<file path="src/rtl/tlb_mport.sv">
// Fully associative TLB with NPORT registered search ports, probe/read ops and the CP0 Random counter.
// Each search port (and the probe) is one tlb_mport_lane looking at the shared entry array.

module tlb_mport_lane #(
   parameter int N    = 16,
   parameter int IDXW = 4
) (
   input  logic                 clk,
   input  logic                 rst,
   input  logic                 req,
   input  logic [18:0]          vpn2,
   input  logic                 odd,
   input  logic [7:0]           asid,
   input  logic [N-1:0]         e_pres,
   input  logic [N-1:0][18:0]   e_vpn2,
   input  logic [N-1:0][7:0]    e_asid,
   input  logic [N-1:0]         e_g,
   input  logic [N-1:0][24:0]   e_lo0,
   input  logic [N-1:0][24:0]   e_lo1,
   output logic                 found,
   output logic [IDXW-1:0]      index,
   output logic [19:0]          pfn,
   output logic [2:0]           c,
   output logic                 d,
   output logic                 v,
   output logic                 multi
);
   logic            hit, mul;
   logic [IDXW-1:0] idx;
   logic [24:0]     lo;

   // Scan downward so the last match seen is the lowest index; a second match flags multi.
   always_comb begin
      hit = 1'b0;
      mul = 1'b0;
      idx = '0;
      for (int i = N-1; i >= 0; i--) begin
         if (e_pres[i] && e_vpn2[i] == vpn2 && (e_g[i] || e_asid[i] == asid)) begin
            mul = mul | hit;
            hit = 1'b1;
            idx = IDXW'(i);
         end
      end
      lo = hit ? (odd ? e_lo1[idx] : e_lo0[idx]) : '0;
   end

   always_ff @(posedge clk) begin
      if (rst) begin
         found <= 1'b0;
         index <= '0;
         multi <= 1'b0;
         {pfn, c, d, v} <= '0;
      end else if (req) begin
         found <= hit;
         index <= idx;
         multi <= mul;
         {pfn, c, d, v} <= lo;
      end
   end
endmodule

module tlb_mport #(
   parameter int TLBNUM = 16,
   parameter int NPORT  = 2,
   localparam int IDXW  = $clog2(TLBNUM)
) (
   input  logic                  clk,
   input  logic                  rst,
   input  logic [NPORT-1:0]      s_req,
   input  logic [NPORT*19-1:0]   s_vpn2,
   input  logic [NPORT-1:0]      s_odd,
   input  logic [7:0]            asid,
   output logic [NPORT-1:0]      s_found,
   output logic [NPORT*IDXW-1:0] s_index,
   output logic [NPORT*20-1:0]   s_pfn,
   output logic [NPORT*3-1:0]    s_c,
   output logic [NPORT-1:0]      s_d,
   output logic [NPORT-1:0]      s_v,
   output logic [NPORT-1:0]      s_multi,
   input  logic                  tlbw,
   input  logic                  tlbwr,
   input  logic [IDXW-1:0]       w_index,
   input  logic [18:0]           w_vpn2,
   input  logic [7:0]            w_asid,
   input  logic                  w_g,
   input  logic [19:0]           w_pfn0,
   input  logic [2:0]            w_c0,
   input  logic                  w_d0,
   input  logic                  w_v0,
   input  logic [19:0]           w_pfn1,
   input  logic [2:0]            w_c1,
   input  logic                  w_d1,
   input  logic                  w_v1,
   input  logic                  tlbp,
   output logic                  p_done,
   output logic                  p_found,
   output logic [IDXW-1:0]       p_index,
   input  logic                  tlbr,
   output logic                  r_done,
   output logic [110:0]          r_entry,
   input  logic [IDXW-1:0]       wired,
   input  logic                  wired_we,
   output logic [IDXW-1:0]       random
);
   logic [TLBNUM-1:0]        e_pres;
   logic [TLBNUM-1:0][18:0]  e_vpn2;
   logic [TLBNUM-1:0][7:0]   e_asid;
   logic [TLBNUM-1:0]        e_g;
   logic [TLBNUM-1:0][24:0]  e_lo0, e_lo1;
   logic [IDXW-1:0]          widx;
   logic [19:0]              p_unused_pfn;
   logic [2:0]               p_unused_c;
   logic                     p_unused_d, p_unused_v, p_unused_multi;

   assign widx = tlbwr ? random : w_index;

   always_ff @(posedge clk) begin
      if (rst)       e_pres <= '0;
      else if (tlbw) e_pres[widx] <= 1'b1;
   end

   // Entry payload needs no reset: a clear present bit masks it everywhere.
   always_ff @(posedge clk) begin
      if (tlbw) begin
         e_vpn2[widx] <= w_vpn2;
         e_asid[widx] <= w_asid;
         e_g[widx]    <= w_g;
         e_lo0[widx]  <= {w_pfn0, w_c0, w_d0, w_v0};
         e_lo1[widx]  <= {w_pfn1, w_c1, w_d1, w_v1};
      end
   end

   always_ff @(posedge clk) begin
      if (rst)                            random <= IDXW'(TLBNUM-1);
      else if (wired_we || random == wired) random <= IDXW'(TLBNUM-1);
      else                                random <= random - 1'b1;
   end

   for (genvar p = 0; p < NPORT; p++) begin : g_port
      tlb_mport_lane #(.N(TLBNUM), .IDXW(IDXW)) u_lane (
         .clk(clk), .rst(rst), .req(s_req[p]),
         .vpn2(s_vpn2[p*19 +: 19]), .odd(s_odd[p]), .asid(asid),
         .e_pres(e_pres), .e_vpn2(e_vpn2), .e_asid(e_asid), .e_g(e_g),
         .e_lo0(e_lo0), .e_lo1(e_lo1),
         .found(s_found[p]), .index(s_index[p*IDXW +: IDXW]),
         .pfn(s_pfn[p*20 +: 20]), .c(s_c[p*3 +: 3]),
         .d(s_d[p]), .v(s_v[p]), .multi(s_multi[p])
      );
   end

   tlb_mport_lane #(.N(TLBNUM), .IDXW(IDXW)) u_probe (
      .clk(clk), .rst(rst), .req(tlbp),
      .vpn2(w_vpn2), .odd(1'b0), .asid(asid),
      .e_pres(e_pres), .e_vpn2(e_vpn2), .e_asid(e_asid), .e_g(e_g),
      .e_lo0(e_lo0), .e_lo1(e_lo1),
      .found(p_found), .index(p_index),
      .pfn(p_unused_pfn), .c(p_unused_c), .d(p_unused_d), .v(p_unused_v),
      .multi(p_unused_multi)
   );

   // The 78-bit entry image sits in the low bits; the upper bits of the port read as zero.
   always_ff @(posedge clk) begin
      if (rst) begin
         p_done  <= 1'b0;
         r_done  <= 1'b0;
         r_entry <= '0;
      end else begin
         p_done <= tlbp;
         r_done <= tlbr;
         if (tlbr)
            r_entry <= e_pres[w_index] ?
                       {33'b0, e_vpn2[w_index], e_asid[w_index], e_g[w_index],
                        e_lo0[w_index], e_lo1[w_index]} : '0;
      end
   end
endmodule

</file>
<file path="config.mk">
export PLATFORM = sky130hd
export DESIGN_NAME = tlb_mport
export DESIGN_NICKNAME = d
export VERILOG_FILES = /design/src/rtl/tlb_mport.sv
export SDC_FILE = /design/constraint.sdc
export NUM_CORES = 2
export LEC_CHECK = 0
export CELL_PAD_IN_SITES_DETAIL_PLACEMENT = 0
export CELL_PAD_IN_SITES_GLOBAL_PLACEMENT = 1
export CORE_AREA = 2 2 406 408
export CTS_BUF_LIST = sky130_fd_sc_hd__clkbuf_8
export DETAILED_ROUTE_END_ITERATION = 10
export DIE_AREA = 0 0 408 410
export DONT_BUFFER_PORTS = 1
export HOLD_SLACK_MARGIN = 0.05
export PLACE_DENSITY_LB_ADDON = 0.2
export RECOVER_POWER = 100
export SYNTH_ARGS = -nofsm -noshare
export SYNTH_HDL_FRONTEND = slang
export SYNTH_SLANG_ARGS = --single-unit
</file>
<file path="constraint.sdc">
create_clock -name clk -period 8.4 [get_ports clk]
set_input_delay 1.68 -clock clk [delete_from_list [all_inputs] [get_ports clk]]
set_output_delay 1.68 -clock clk [all_outputs]
set_load 0.1 [all_outputs]
</file>
Word level (Yosys, flattened, before mapping)
Cells that the tools add are included.

word-level totals
  register bits = 1,448
  input bits = 143
  output and inout bits = 184

cells by class
  add/subtract/negate cells = 1
  magnitude comparators = 5
  equal/unequal tests = 65
  mux-type cells = 165
  bitwise logic cells = 29
  reduce and logical (&&, ||, !) cells = 115

operator list
  cell                number
  $eq 19x19->1        48
  $bwmux 400          2
  $bmux 25 s4         6
  $bwmux 304          1
  $mux 25             11
  $mux 4              49
  $bwmux 128          1
  $eq 8x8->1          16
  $demux 25 s4        1
  $logic_and 1x1->1   97
  $mux 1              81
  $mux 78             1
  $bmux 19 s4         1
  $demux 19 s4        1
  $mux 19             2
  $bmux 8 s4          1
  $demux 8 s4         1
  $or 1x1->1          28
  $lt 4x5->1 const B  4
  $logic_or 1x1->1    17
  $bwmux 16           1
  $mux 8              2
  $or 16x16->16       1
  $bmux 1 s4          2
  5 further kinds     5

Depth between registers and ports, before layout
  depth in word-level cells = 33
  gate-level depth with buffers = 18
  depth with buffers taken out = 12

By module
A second synthesis with hierarchy kept.

second synthesis, totals
  cells, all modules = 9,881
  area, all modules = 105,670.1 um^2

by module, submodules not included
  module          instances  cells each  area each (um^2)  seq. area each (um^2)
  tlb_mport_lane  3          2,485       18,235.0          620.6
  tlb_mport       1          2,426       50,965.1          39,477.9

Least setup slack after synthesis
Ideal clock, no wire load.

  path type = input-to-reg
  start = in w_index[0]
  end = reg e_asid[104] (netlist bit) (enable)
  library setup time = 517 ps
  data arrival time = 7,303 ps
  path slack = 580 ps
  stages on the path = 9
  path buffers = 5
  cell sequence = clkbuf_1 -> clkbuf_1 -> buf_1 -> buf_1 -> clkbuf_1 -> inv_1 -> o32ai_1 -> nand2_1 -> nor2_1

RTL lines
  what                             line  RTL
  from (decl)                      82    input logic [IDXW-1:0] w_index,
  to (signal, indexed assignment)  126   e_asid[widx] <= w_asid;
  to (decl)                        107   logic [TLBNUM-1:0][7:0] e_asid;

==> metrics.txt <==
# TYPE chip_impl_metric gauge
chip_impl_info{name="status",value="finished, violations left"} 1
chip_impl_info{name="violated_checks",value="capacitance limit, slew limit"} 1
chip_impl_info{name="highest_layer",value="met5"} 1
chip_impl_metric{name="irDropWorstVdd",unit="mV"} 0.185
chip_impl_info{name="hold_start",value="g_port[0].u_lane.pfn[1]"} 1
chip_impl_metric{name="slowest_delay",unit="ps"} 2790
chip_impl_metric{name="worst_r2r_path_depth",unit=""} 4
chip_impl_metric{name="h-tree-depth",unit=""} 5
chip_impl_metric{name="placed_cells_incl_taps",unit=""} 7775
chip_impl_metric{name="routedWlPerCell",unit="µm"} 38.9
chip_impl_metric{name="register_bit_count_reported_by_yosys",unit=""} 1415
chip_impl_metric{name="tightest_slew",unit="ps"} 4330
chip_impl_info{name="clock_tree_root_driver_cell",value="clkbuf_8"} 1
chip_impl_metric{name="fillers",unit=""} 13700
chip_impl_metric{name="fp.coreArea",unit="µm²"} 163000
chip_impl_metric{name="grt_antenna_before_repair",unit=""} 14
chip_impl_metric{name="clockPowerShare",unit=""} 0.431
chip_impl_metric{name="sequential_cell_area",unit="µm²"} 40800
chip_impl_info{name="critPathCaptureType",value="flip-flop"} 1
chip_impl_info{name="timing.critical_path.cells",value="clkbuf_1 -> a31oi_1 -> nor2_1 -> clkbuf_1"} 1
chip_impl_metric{name="synth-async-reset-ratio",unit=""} 0
chip_impl_metric{name="initial_utilization",unit=""} 0.494
chip_impl_info{name="timing.critical_path.slowest_stage_cell",value="clkbuf_1"} 1
chip_impl_info{name="worstSetupPathType",value="reg2reg"} 1
chip_impl_metric{name="clk_pin_slew",unit="ps"} 70
chip_impl_info{name="whs_endpoint",value="g_port[0].u_lane.pfn[1]"} 1
chip_impl_metric{name="dr.first_iter.drc_count",unit=""} 8817
chip_impl_metric{name="timing_hold_violations_final",unit=""} 0
chip_impl_metric{name="worst_hold_path_depth",unit=""} 2
chip_impl_info{name="primary_ff_master_synth",value="edfxtp_1"} 1
chip_impl_metric{name="die_height",unit="µm"} 410
chip_impl_info{name="yosysMostFrequentCell",value="edfxtp_1"} 1
chip_impl_metric{name="synth.distinct_cells",unit=""} 84
chip_impl_metric{name="ctsResizeCount",unit=""} 0
chip_impl_metric{name="cts_max_path_buffers",unit=""} 4
chip_impl_metric{name="post_cts_hold_fix_bufs",unit=""} 0
chip_impl_metric{name="ys_warn_count",unit=""} 0
chip_impl_metric{name="summed_instance_area_of_the_synthesized_netlist",unit="µm²"} 80800
chip_impl_metric{name="seq_total_area_yosys",unit=""} 0.505
chip_impl_metric{name="nNetsFinal",unit=""} 6009
chip_impl_info{name="cts_tree",value="yes"} 1
chip_impl_metric{name="post-cts-setup-buffers",unit=""} 0
chip_impl_metric{name="swShare",unit=""} 0.241
chip_impl_metric{name="final_slew_violations",unit=""} 1427
chip_impl_metric{name="netlist.area_leader.share",unit=""} 0.464
chip_impl_metric{name="grt_max_degree",unit=""} 321
chip_impl_metric{name="ant_nets",unit=""} 0
chip_impl_metric{name="met1Wirelength",unit="mm"} 121
chip_impl_metric{name="worstSkewPairLatency",unit="ps"} 1060
chip_impl_metric{name="reg2reg_slack",unit="ps"} 1260
chip_impl_metric{name="viasPerCell",unit=""} 7.02
chip_impl_metric{name="fp.dieW",unit="µm"} 408
chip_impl_metric{name="power_frac_comb",unit=""} 0.061
chip_impl_metric{name="number_of_buffers_inserted_during_clock_tree_synthesis",unit=""} 274
chip_impl_metric{name="finalWorstPathRequiredPeriod",unit="ps"} 7140
chip_impl_metric{name="finalSetupTns",unit="ps"} 0
chip_impl_metric{name="globalRoute.totalOverflow",unit=""} 0
chip_impl_metric{name="timing.final.crit_share",unit=""} 0.850
chip_impl_metric{name="timing.slew.headroom",unit=""} -1.88
chip_impl_metric{name="drv.max_cap_violation_count",unit=""} 51
chip_impl_metric{name="net_sw_power",unit="W"} 0.00373
chip_impl_metric{name="totalWireLength",unit="mm"} 321
chip_impl_metric{name="avgSynthCellArea",unit="µm²"} 13.6
chip_impl_info{name="rr_endpoint",value="e_lo1[271]"} 1
chip_impl_metric{name="crit_required",unit="ps"} 8920
chip_impl_metric{name="drtPass1Iterations",unit=""} 5
chip_impl_metric{name="die_footprint",unit="µm²"} 167000
chip_impl_metric{name="cellPowerDensity",unit="nW/µm²"} 177
chip_impl_metric{name="critical_path_arrival",unit="ps"} 7650
chip_impl_metric{name="worst-path-max-fanout",unit=""} 33
chip_impl_metric{name="clock.fmax",unit="MHz"} 140
chip_impl_metric{name="globalplace.congestion",unit=""} 1.00
chip_impl_metric{name="timing.final.setup_violations",unit=""} 0
chip_impl_info{name="min_path_type",value="reg2reg"} 1
chip_impl_metric{name="grt_pass1_wl",unit="mm"} 442
chip_impl_metric{name="routed-wl-met3",unit="mm"} 46.0
chip_impl_metric{name="globalRouteTotalUtil",unit=""} 0.375
chip_impl_info{name="netlist_top_cells_count",value="1248 x edfxtp_1, 643 x mux2i_1, 567 x xnor2_1"} 1
chip_impl_info{name="synth_top_area_cell",value="edfxtp_1"} 1
chip_impl_metric{name="pwr-share-seq",unit=""} 0.508
chip_impl_metric{name="row_count",unit=""} 149
chip_impl_metric{name="cts.sinks",unit=""} 1415
chip_impl_metric{name="cellInternalPower",unit="W"} 0.0117
chip_impl_metric{name="count_of_port_buffers_added_during_placement",unit=""} 0
chip_impl_metric{name="top_level_ports",unit=""} 327
chip_impl_info{name="rsz0062_at_grt",value="no"} 1
chip_impl_info{name="cp_common_cell",value="clkbuf_1"} 1
chip_impl_metric{name="dr_wl_met2",unit="mm"} 139
chip_impl_info{name="synth.top_cells.by_area",value="edfxtp_1 46%, mux4_2 12%, mux2i_1 8.0%, xnor2_1 6.1%, xor2_1 5.2%"} 1
chip_impl_info{name="crit_path_start_kind",value="flip-flop"} 1
chip_impl_info{name="worst_setup_path_startpoint",value="random[3]"} 1
chip_impl_metric{name="instances_no_fill",unit=""} 8262
chip_impl_metric{name="dp_hpwl",unit="mm"} 189
chip_impl_info{name="reg2reg_from",value="random[3]"} 1
chip_impl_metric{name="p_leak",unit="nW"} 26.3
chip_impl_metric{name="multiInputGateArea",unit="µm²"} 37600
chip_impl_metric{name="via_count",unit=""} 58000
chip_impl_metric{name="syn2layout_area_growth",unit="%"} 7.92
chip_impl_metric{name="number_of_cells_produced_by_synthesis",unit=""} 5952
chip_impl_metric{name="drive_above_1_share",unit=""} 0.171
chip_impl_metric{name="number_of_global_route_vias_before_repair",unit=""} 55800
chip_impl_metric{name="final.setup_skew",unit="ps"} 87.8
chip_impl_metric{name="synth-edff-count",unit=""} 1248
chip_impl_metric{name="number_of_design_rule_violations_left_after_detail_routing",unit=""} 0
==> layer usage <==
layer  vias up  track usage
li1      22900            -
met1     29600        0.501
met2      4640        0.548
met3       863        0.141
met4        10        0.156
met5         -      0.00603
==> cell usage in the layout (no fill, tap or decap), types with 12 or more instances in the layout <==
cell	count
clkinv_2	31
clkbuf_1	39
nand2b_1	88
nor2_4	13
xnor2_1	567
dfxtp_1	167
a31o_2	23
buf_12	13
inv_1	94
a32oi_1	28
nand4_1	153
edfxtp_1	1248
mux2i_1	643
xor2_1	479
o21ai_0	46
a221oi_1	22
a21oi_1	191
mux2_2	127
o22ai_1	24
and2_1	27
conb_1	33
nor2_1	138
nand3_1	246
clkbuf_8	293
nor3_1	45
o2bb2ai_1	24
nand2_1	166
o211ai_1	28
o2111ai_1	26
buf_4	57
mux4_2	420
nor4_1	129
a22oi_1	95
mux2_1	42
o31ai_1	29
diode_2	12
a41oi_1	25
nand4b_1	31
clkinv_1	51
==> worst max-delay path by stage <==
stage / to / slack (ps)
after floorplan: e_asid[104] / 580
after global placement: g_port[0].u_lane.pfn[3] / 1770
after detailed placement: g_port[0].u_lane.pfn[9] / 1670
after CTS: g_port[0].u_lane.pfn[9] / 2780
after global routing: e_lo1[271] / 1260
final: e_lo1[271] / 1260
==> state kept, by name (all words and copies together) (netlist names), 8 cells and up <==
signal               count
e_lo0                  400
e_lo1                  400
e_vpn2                 304
e_asid                 128
r_entry                 78
g_port.u_lane.pfn       40
e_g                     16
e_pres                  16
g_port.u_lane.index      8
==> power groups by stage <==
stage | clock network, W | logic (W) | registers [W]
finish | 0.00666 | 0.000942 | 0.00785
CTS | 0.00671 | 0.000872 | 0.00784
global route | 0.00702 | 0.000982 | 0.00785
detailed placement | 0 | 0.000864 | 0.00799
floorplan | 0 | 0.000870 | 0.00796
global placement | 0 | 0.000867 | 0.00798
==> stage by stage <==
step           instance area, µm²  hold WS [ps]  total power, W  utilization  worst slack (ps)
3_5_place_dp                82400           450         0.00885        0.504              1670
5_1_grt                     87200           518          0.0158        0.533              1260
4_1_cts                     87400           461          0.0154        0.535              2780
2_1_floorplan               80900           426         0.00883            -               580
6_report                    87200           467          0.0155        0.533              1260
3_3_place_gp                82400           450         0.00885        0.504              1770
==> critical path, delay by kind of cell, from the launching register on <==
kind                   cells  cell delay [ps]
AO/OA/AOI/OAI              1              440
buffers and inverters      2             3910
flip-flops                 1              300
AND/OR/NAND/NOR            1             1950
==> layout make-up <==
type / count / share of cell area
flip-flops and latches: 1415 / 0.468
multi-input cells: 4041 / 0.431
clock buffers: 293 / 0.0462
well taps: 2189 / 0.0314
clock inverters: 179 / 0.0118
repair buffers: 117 / 0.0106
inverters: 16 / 0.000717
diodes: 12 / 0.000344
==> cells by family (layout without fill, tap and decap cells) <==
| logic type | Yosys count | after routing | share of synthesized area |
|---|---|---|---|
| and+or+nand+nor | 1098 | 1098 | 0.0734 |
| DFF | 1415 | 1415 | 0.505 |
| xor gates and xnor gates | 1046 | 1046 | 0.113 |
| adders and majority gates | 3 | 3 | 0.000403 |
| AOI/OAI and AO/OA | 629 | 629 | 0.0538 |
| buffers and inverters | 528 | 605 | 0.0335 |
| muxes | 1232 | 1232 | 0.220 |
| other | 1 | 45 | 0.0000464 |
Note: power is estimated with default switching activity, not from simulation.
